$ cat config.mk
export PLATFORM = sky130hd
export DESIGN_NAME = debounce_multi
export DESIGN_NICKNAME = d
export VERILOG_FILES = /design/src/rtl/debounce_multi_pkg.sv /design/src/rtl/debounce_channel.sv /design/src/rtl/debounce_multi.sv
export SDC_FILE = /design/constraint.sdc
export NUM_CORES = 1
export LEC_CHECK = 0
export ABC_CLOCK_PERIOD_IN_PS = 6800
export BUFFER_PORTS_ARGS = -buffer_cell sky130_fd_sc_hd__buf_2
export CELL_PAD_IN_SITES_DETAIL_PLACEMENT = 0
export CELL_PAD_IN_SITES_GLOBAL_PLACEMENT = 1
export CORE_ASPECT_RATIO = 1.75
export CORE_UTILIZATION = 49
export CTS_CLUSTER_DIAMETER = 80
export DETAILED_ROUTE_END_ITERATION = 10
export PLACE_DENSITY_LB_ADDON = 0.08
export RECOVER_POWER = 100
export SETUP_SLACK_MARGIN = 0.4
export SYNTH_ARGS = -nofsm -noshare
export SYNTH_HDL_FRONTEND = slang
export SYNTH_HIERARCHICAL = 1
export SYNTH_SLANG_ARGS = --single-unit
export TNS_END_PERCENT = 100
$ cat constraint.sdc
create_clock -name clk -period 6.8 [get_ports clk]
set_input_delay 1.36 -clock clk [delete_from_list [all_inputs] [get_ports clk]]
set_output_delay 1.36 -clock clk [all_outputs]
set_load 0.005 [all_outputs]
$ cat src/rtl/debounce_multi_pkg.sv
// Shared constants for the multi-channel debouncer: width helper, board defaults and
// the per-channel level encoding.
package debounce_multi_pkg;

   // 1250000 cycles at 100 MHz is about 12.5 ms between filter samples.
   localparam int unsigned DEFAULT_SAMPLE_PERIOD  = 1250000;
   localparam int unsigned DEFAULT_STABLE_SAMPLES = 4;

   typedef enum logic {
      LvlLow  = 1'b0,
      LvlHigh = 1'b1
   } level_e;

   function automatic int unsigned clog2(input int unsigned value);
      int unsigned result;
      longint unsigned pow;
      result = 0;
      pow    = 1;
      while (pow < longint'(value)) begin
         pow    = pow << 1;
         result = result + 1;
      end
      return result;
   endfunction

endpackage

$ cat src/rtl/debounce_channel.sv
// One debounce lane: synchroniser, sample history and a hysteresis level register
// with single-cycle rise/fall pulses.
module debounce_channel
   import debounce_multi_pkg::*;
#(
   parameter int unsigned STABLE_SAMPLES = DEFAULT_STABLE_SAMPLES,
   parameter int unsigned SYNC_STAGES    = 2
) (
   input  logic clk,
   input  logic rst,
   input  logic tick,
   input  logic inp_bit,
   output logic out_bit,
   output logic rise_bit,
   output logic fall_bit
);

   logic [SYNC_STAGES-1:0]    sync_q;
   logic [STABLE_SAMPLES-1:0] hist_q;
   level_e                    level_q;
   logic                      rise_q;
   logic                      fall_q;

   always_ff @(posedge clk) begin
      if (rst) begin
         sync_q  <= '0;
         hist_q  <= '0;
         level_q <= LvlLow;
         rise_q  <= 1'b0;
         fall_q  <= 1'b0;
      end else begin
         sync_q <= {sync_q[SYNC_STAGES-2:0], inp_bit};
         if (tick) begin
            hist_q <= {hist_q[STABLE_SAMPLES-2:0], sync_q[SYNC_STAGES-1]};
         end
         rise_q <= 1'b0;
         fall_q <= 1'b0;
         // Only a unanimous history flips the level; mixed histories hold it.
         unique case (level_q)
            LvlLow: begin
               if (&hist_q) begin
                  level_q <= LvlHigh;
                  rise_q  <= 1'b1;
               end
            end
            LvlHigh: begin
               if (~|hist_q) begin
                  level_q <= LvlLow;
                  fall_q  <= 1'b1;
               end
            end
            default: level_q <= LvlLow;
         endcase
      end
   end

   assign out_bit  = (level_q == LvlHigh);
   assign rise_bit = rise_q;
   assign fall_bit = fall_q;

endmodule

$ cat src/rtl/debounce_multi.sv
// Multi-channel debouncer: one shared sample-period prescaler driving CHANNELS
// independent debounce lanes.
module debounce_multi
   import debounce_multi_pkg::*;
#(
   parameter int unsigned CHANNELS       = 4,
   parameter int unsigned SAMPLE_PERIOD  = DEFAULT_SAMPLE_PERIOD,
   parameter int unsigned STABLE_SAMPLES = DEFAULT_STABLE_SAMPLES,
   parameter int unsigned SYNC_STAGES    = 2
) (
   input  logic                clk,
   input  logic                rst,
   input  logic [CHANNELS-1:0] inp,
   output logic [CHANNELS-1:0] out,
   output logic [CHANNELS-1:0] rise,
   output logic [CHANNELS-1:0] fall,
   output logic                sample_tick
);

   localparam int unsigned CNT_W = (clog2(SAMPLE_PERIOD) < 1) ? 1 : clog2(SAMPLE_PERIOD);
   localparam logic [CNT_W-1:0] CNT_LAST = CNT_W'(SAMPLE_PERIOD - 1);

   logic [CNT_W-1:0] cnt_q;
   logic             tick;
   logic             tick_q;

   // Wrap on the terminal count so tick spacing is exactly SAMPLE_PERIOD.
   assign tick = (cnt_q == CNT_LAST);

   always_ff @(posedge clk) begin
      if (rst) begin
         cnt_q  <= '0;
         tick_q <= 1'b0;
      end else begin
         cnt_q  <= tick ? '0 : cnt_q + CNT_W'(1);
         tick_q <= tick;
      end
   end

   assign sample_tick = tick_q;

   for (genvar g = 0; g < CHANNELS; g++) begin : g_chan
      debounce_channel #(
         .STABLE_SAMPLES (STABLE_SAMPLES),
         .SYNC_STAGES    (SYNC_STAGES)
      ) u_chan (
         .clk      (clk),
         .rst      (rst),
         .tick     (tick),
         .inp_bit  (inp[g]),
         .out_bit  (out[g]),
         .rise_bit (rise[g]),
         .fall_bit (fall[g])
      );
   end

endmodule

# Word-level counts from Yosys, hierarchy flattened
# Cells that the tools add are included.
[word_totals]
mem_bits_rw = 0
memories = 0
in_bits = 6
out_inout_bits = 13
rom_bits = 0
word_cells = 61
ff_bits = 58
latchBits = 0
[op_classes]
div = 0
magnitude_cmp = 0
add_sub_neg = 1
n_bitwise = 4
shift = 0
eq_ne = 1
n_mul = 0
n_reduce_logical = 17
n_mux = 16
[op_table]
columns = ["cell", "count"]
rows = [
  ["$add A21 B1 Y21 const B", 1],
  ["$eq A21 B21 Y1 const B", 1],
  ["$reduce_or A2 Y1", 9],
  ["$reduce_and A4 Y1", 4],
  ["$reduce_or A4 Y1", 4],
  ["$mux W1", 12],
  ["$pmux W1 S2", 4],
  ["$not A1 Y1", 4],
]

# Longest topological paths before layout
[logic_depth]
depth_word = 3
ltp_mapped = 7

# Hierarchy
# Netlist, hierarchy kept.
[modules_own_cells]
columns = ["module", "instances", "cells_per_inst", "area_each_um2", "seq_area_each_um2"]
rows = [
  ["debounce_channel", 4, 28, 320.3, 180.2],
  ["debounce_multi", 1, 117, 1036.0, 440.4],
]

# Worst setup path before layout
# Ideal clock, no wire load.
[synth_path]
path_kind = "flip-flop to flip-flop"
startpoint = "register cnt_q[13]"
endpoint = "register g_chan[0].u_chan.hist_q[0]"
synth_period_minus_slack_ns = 2.175
setup_slack_ns = 4.625
path_buffers = 1
arrival_ns = 2.060
stages_incl_launch_ff = 7
cell_sequence = "dfxtp_1 or4b_1 or4_4 nor2_1 clkbuf_1 mux2i_1 nor2_1"
[synth_via]
elab_chain_len = 1
[synth_lines]
columns = ["element", "line", "source"]
rows = [
  ["start, declared", "debounce_multi.sv:23", "logic [CNT_W-1:0] cnt_q;"],
  ["start signal, assigned", "debounce_multi.sv:35", "cnt_q <= tick ? '0 : cnt_q + CNT_W'(1);"],
  ["$eq A21 B21 Y1", "debounce_multi.sv:28", "assign tick = (cnt_q == CNT_LAST);"],
  ["named net tick", "debounce_multi.sv:24", "logic tick;"],
  ["end signal, assigned", "debounce_channel.sv:34", "hist_q <= {hist_q[STABLE_SAMPLES-2:0], sync_q[SYNC_STAGES-1]};"],
  ["end, declared", "debounce_channel.sv:19", "logic [STABLE_SAMPLES-1:0] hist_q;"],
]
# The timed path passes the listed nets, and every way through them passes these cells.
# A chain may end at the register's enable or synchronous reset.

# Worst setup path in the final report
[layout_path]
startpoint = "register cnt_q[13]"
endpoint = "register g_chan[1].u_chan.hist_q[1]"
[layout_via]
elab_chain_len = 1
[layout_lines]
columns = ["element", "line"]
rows = [
  ["$eq A21 B21 Y1", "debounce_multi.sv:28"],
  ["named net tick", "debounce_multi.sv:24"],
  ["end signal, assigned", "debounce_channel.sv:34"],
  ["end, declared", "debounce_channel.sv:19"],
]
# The timed path passes the listed nets, and every way through them passes these cells.

==> qor_table.md <==
| Metric | This run | Unit |
| --- | --- | --- |
| Yosys reg bits | 58 | - |
| Critical path fanouts, max | 16 | - |
| Synthesized netlist net count | 236 | - |
| Count of synthesis-stage warnings from yosys | 6 | - |
| Violations in the final reports | capacitance limit, slew limit | - |
| DRC | 0 | - |
| Multiplexer share of the synthesized area | 7.343 | % |
| Launching element type of the critical path | flip-flop | - |
| # nets final | 253 | - |
| Antenna diode count | 0 | - |
| Most frequently used cell type in the post-synthesis netlist | sky130_fd_sc_hd__dfxtp_1 | - |
| Setup repair after global routing missed its margin | false | - |
| Overall die area | 5019 | um2 |
| Number of synthesized flops with an enable pin | 0 | - |
| Placeable core region | 4484 | um2 |
| Critical Path Sink Type | flip-flop | - |
| Die X-Extent | 53.99 | um |
| Area of the mapped netlist | 2317 | um2 |
| Average size of a mapped cell | 10.12 | um2 |
| Number of antenna violations at the first check in global routing | 0 | - |
| Async S/R FF share, synth | 0 | % |
| Number of global-route vias before repair | 1,693 | - |
| Post_cts resized | 0 | - |
| Height of the die | 92.97 | um |
| Register clock-pin slew on the reported worst setup and hold paths | 60 | ps |
| Slew at the pin closest to its max-slew limit | 1670 | ps |
| Latest clock arrival within the worst-skew pair | 340 | ps |
| 1st-pass router iterations | 4 | - |
| Post-CTS setup buffer count | 0 | - |
| Synthesized-area fraction occupied by ao, oa, aoi and oai cells | 5.400 | % |
| Max-capacitance violation count | 2 | - |
| Top cells by instance count after synthesis | sky130_fd_sc_hd__dfxtp_1 (58), sky130_fd_sc_hd__nor2_1 (33), sky130_fd_sc_hd__mux2i_1 (17), sky130_fd_sc_hd__nand3_1 (12), sky130_fd_sc_hd__nand4_1 (11) | - |
| Worst voltage drop across the vdd grid | 195.6 | uV |
| Number of hold-slack violations in the final timing report | 0 | - |
| Port bufs | 18 | - |
| Worst path cell trace | or4b_1, or4_1, nor2_1, mux2i_1, nor2_1 | - |
| Layout cells sized above 1 | 11.95 | % |
| Detailed-route vias per instance | 5.606 | - |
| Sequential standard cell area | 1161 | um2 |
| Hold slack final | 446.6 | ps |
| Delay-heaviest family, CP | simple AND/OR/NAND/NOR gates | - |
| Total GRT Usage | 20.66 | % |
| Combined buffer and inverter count along the critical path | 0 | - |
| CTS sink cnt | 58 | - |
| Max-slew violations | 57 | - |
| Share of synthesized area occupied by flip-flops and latches | 50.11 | % |
| Wire length reported by the detailed router | 4316 | um |
| Worst reg-to-reg setup slack | 3540 | ps |
| Hold_buf cts | 0 | - |
| DRT iter0 DRCs | 22 | - |
| Total number of vias | 1,693 | - |
| Xor/xnor share of the synthesized area | 5.292 | % |
| PD cells | 250.2 | nW/um2 |
| Path type of the worst min-delay path | flip-flop to flip-flop | - |
| Final ANT Viol Nets | 0 | - |
| CTS tree | yes | - |
| Cell types with the largest area share after synthesis | sky130_fd_sc_hd__dfxtp_1 (50%), sky130_fd_sc_hd__mux2i_1 (7.3%), sky130_fd_sc_hd__nor2_1 (5.3%) | - |
| Time the final worst path needs with I/O delays and setup | 3259 | ps |
| Achievable frequency | 0.3068 | GHz |
| Most common flop cell mapped by yosys | sky130_fd_sc_hd__dfxtp_1 | - |
| Count of H-tree levels built during CTS | 3 | - |
| Routed WL per cell | 14.29 | um |
| Synth top area share | 50.11 | % |
| Largest clock skew in the final design | 7.630 | ps |
| Number of buffers added by the clock tree synthesis step | 9 | - |
| Starting density of the core | 51.67 | % |
| Routability cong. | 0.8796 | - |
| Number of standard cells after synthesis | 229 | - |
| Required time worst endpoint | 6960 | ps |
| Most frequent CP cell | sky130_fd_sc_hd__nor2_1 | - |
| Setup-failing EPs final | 0 | - |
| Clock tree root driver cell | sky130_fd_sc_hd__clkbuf_8 | - |
| Fraction of the mapped netlist area in adder cells | 0.5400 | % |
| Max clock buf depth | 2 | - |
| Overflow left after global routing | 0 | - |
| Area occupied by multi-input gates | 1021 | um2 |
| # rows | 32 | - |
| Fill count | 436 | - |
| Cell type with the largest total area after synthesis | sky130_fd_sc_hd__dfxtp_1 | - |
| Setup Total Neg Slack | 0 | ps |
| Slowest cell delay on critical path | 1280 | ps |
| Global-route wire length before repair | 7403 | um |
| Maximum number of pins on one net before global-route repair | 40 | - |
| Max transition margin | -11.77 | % |
| Post-detail-place hpwl | 2963 | um |
| Final clock period utilization by the worst path | 47.93 | % |
| Largest family of logic cells by synthesized area | simple AND/OR/NAND/NOR gates | - |
| Arrival @ worst endpoint | 3420 | ps |
| Worst Setup Path Type | flip-flop to flip-flop | - |
| Static power due to leakage | 0.8417 | nW |
| Area added between synthesis and finish | 8.423 | % |
| Slowest cell on crit path | sky130_fd_sc_hd__nor2_1 | - |
| IO Count | 19 | - |
| Number of distinct standard cells referenced by the synthesized netlist | 33 | - |
| Synthesized-area fraction occupied by and/or/nand/nor cells | 26.78 | % |
| Run status | finished, violations left | - |
-- cell families after synthesis --
logic type      count (synthesis)
simple gates                  105
flops                          58
compound gates                 18
mux                            17
buf+inv                        16
xor+xnor                       14
fa+ha+maj                       1
-- metrics by stage --
stage / area, um2 / utilization [%] / setup slack [ps] / power (W) / std cells
6_report: 2512 / 56.03 / 3541 / 0.0006285 / 302
5_1_grt: 2512 / 56.03 / 3289 / 0.0006533 / 302
4_1_cts: 2555 / 56.98 / 4023 / 0.0006375 / 302
3_5_place_dp: 2384 / 53.15 / 4022 / 0.0003647 / 286
3_3_place_gp: 2384 / 53.15 / 4122 / 0.0003640 / 286
2_1_floorplan: 2317 / - / 4625 / 0.0003640 / 229
-- state kept, by name, indices dropped and copies added, names as in the netlist --
register	flops
cnt_q	21
g_chan.u_chan/fall_bit	4
g_chan.u_chan/hist_q	16
g_chan.u_chan/out_bit	4
g_chan.u_chan/rise_bit	4
g_chan.u_chan/sync_q	8
sample_tick	1
-- final timing paths --
| kind | from | endpoint | cells after the start |
|---|---|---|---|
| max | cnt_q[13] | g_chan[1].u_chan/hist_q[1] | 5 |
| min | g_chan[2].u_chan/sync_q[0] | g_chan[2].u_chan/sync_q[1] | 1 |
| max reg2reg | cnt_q[13] | g_chan[1].u_chan/hist_q[1] | 5 |
| min reg2reg | g_chan[2].u_chan/sync_q[0] | g_chan[2].u_chan/sync_q[1] | 1 |
-- area by class of cell --
| class | instances | share of cell area [%] |
|---|---|---|
| inverter | 4 | 0.5976 |
| sequential | 58 | 46.21 |
| multi-input combinational | 155 | 40.64 |
| clock buffer | 11 | 5.628 |
| clock inverter | 5 | 1.195 |
| timing repair buffer | 18 | 3.187 |
| tap | 51 | 2.540 |
-- routing by layer --
layer,routed length (um),GRT usage (%),up-vias
met4,131,11.32,0
met3,152,7.317,9
met1,1703,19.82,810
met2,2329,36.11,26
li1,-,-,848
met5,0,0,-
-- cell usage in the layout (no fill, tap or decap), drive strengths merged, types with 5 or more instances in the layout --
master	count
nand4	12
or4b	5
a21oi	8
nor2	33
buf	10
mux2i	17
nor2b	8
or3	5
nor3	10
xor2	5
clkbuf	19
xnor2	9
dfxtp	58
nand3	12
-- where the power goes --
group	internal [W]	switching (W)	leakage, nW
combinational	0.00000368	0.00000719	0.287
sequential	0.000343	0.00000202	0.469
clock	0.000140	0.000132	0.0851
total	0.000487	0.000141	0.842
(Power assumes the default switching activity.)
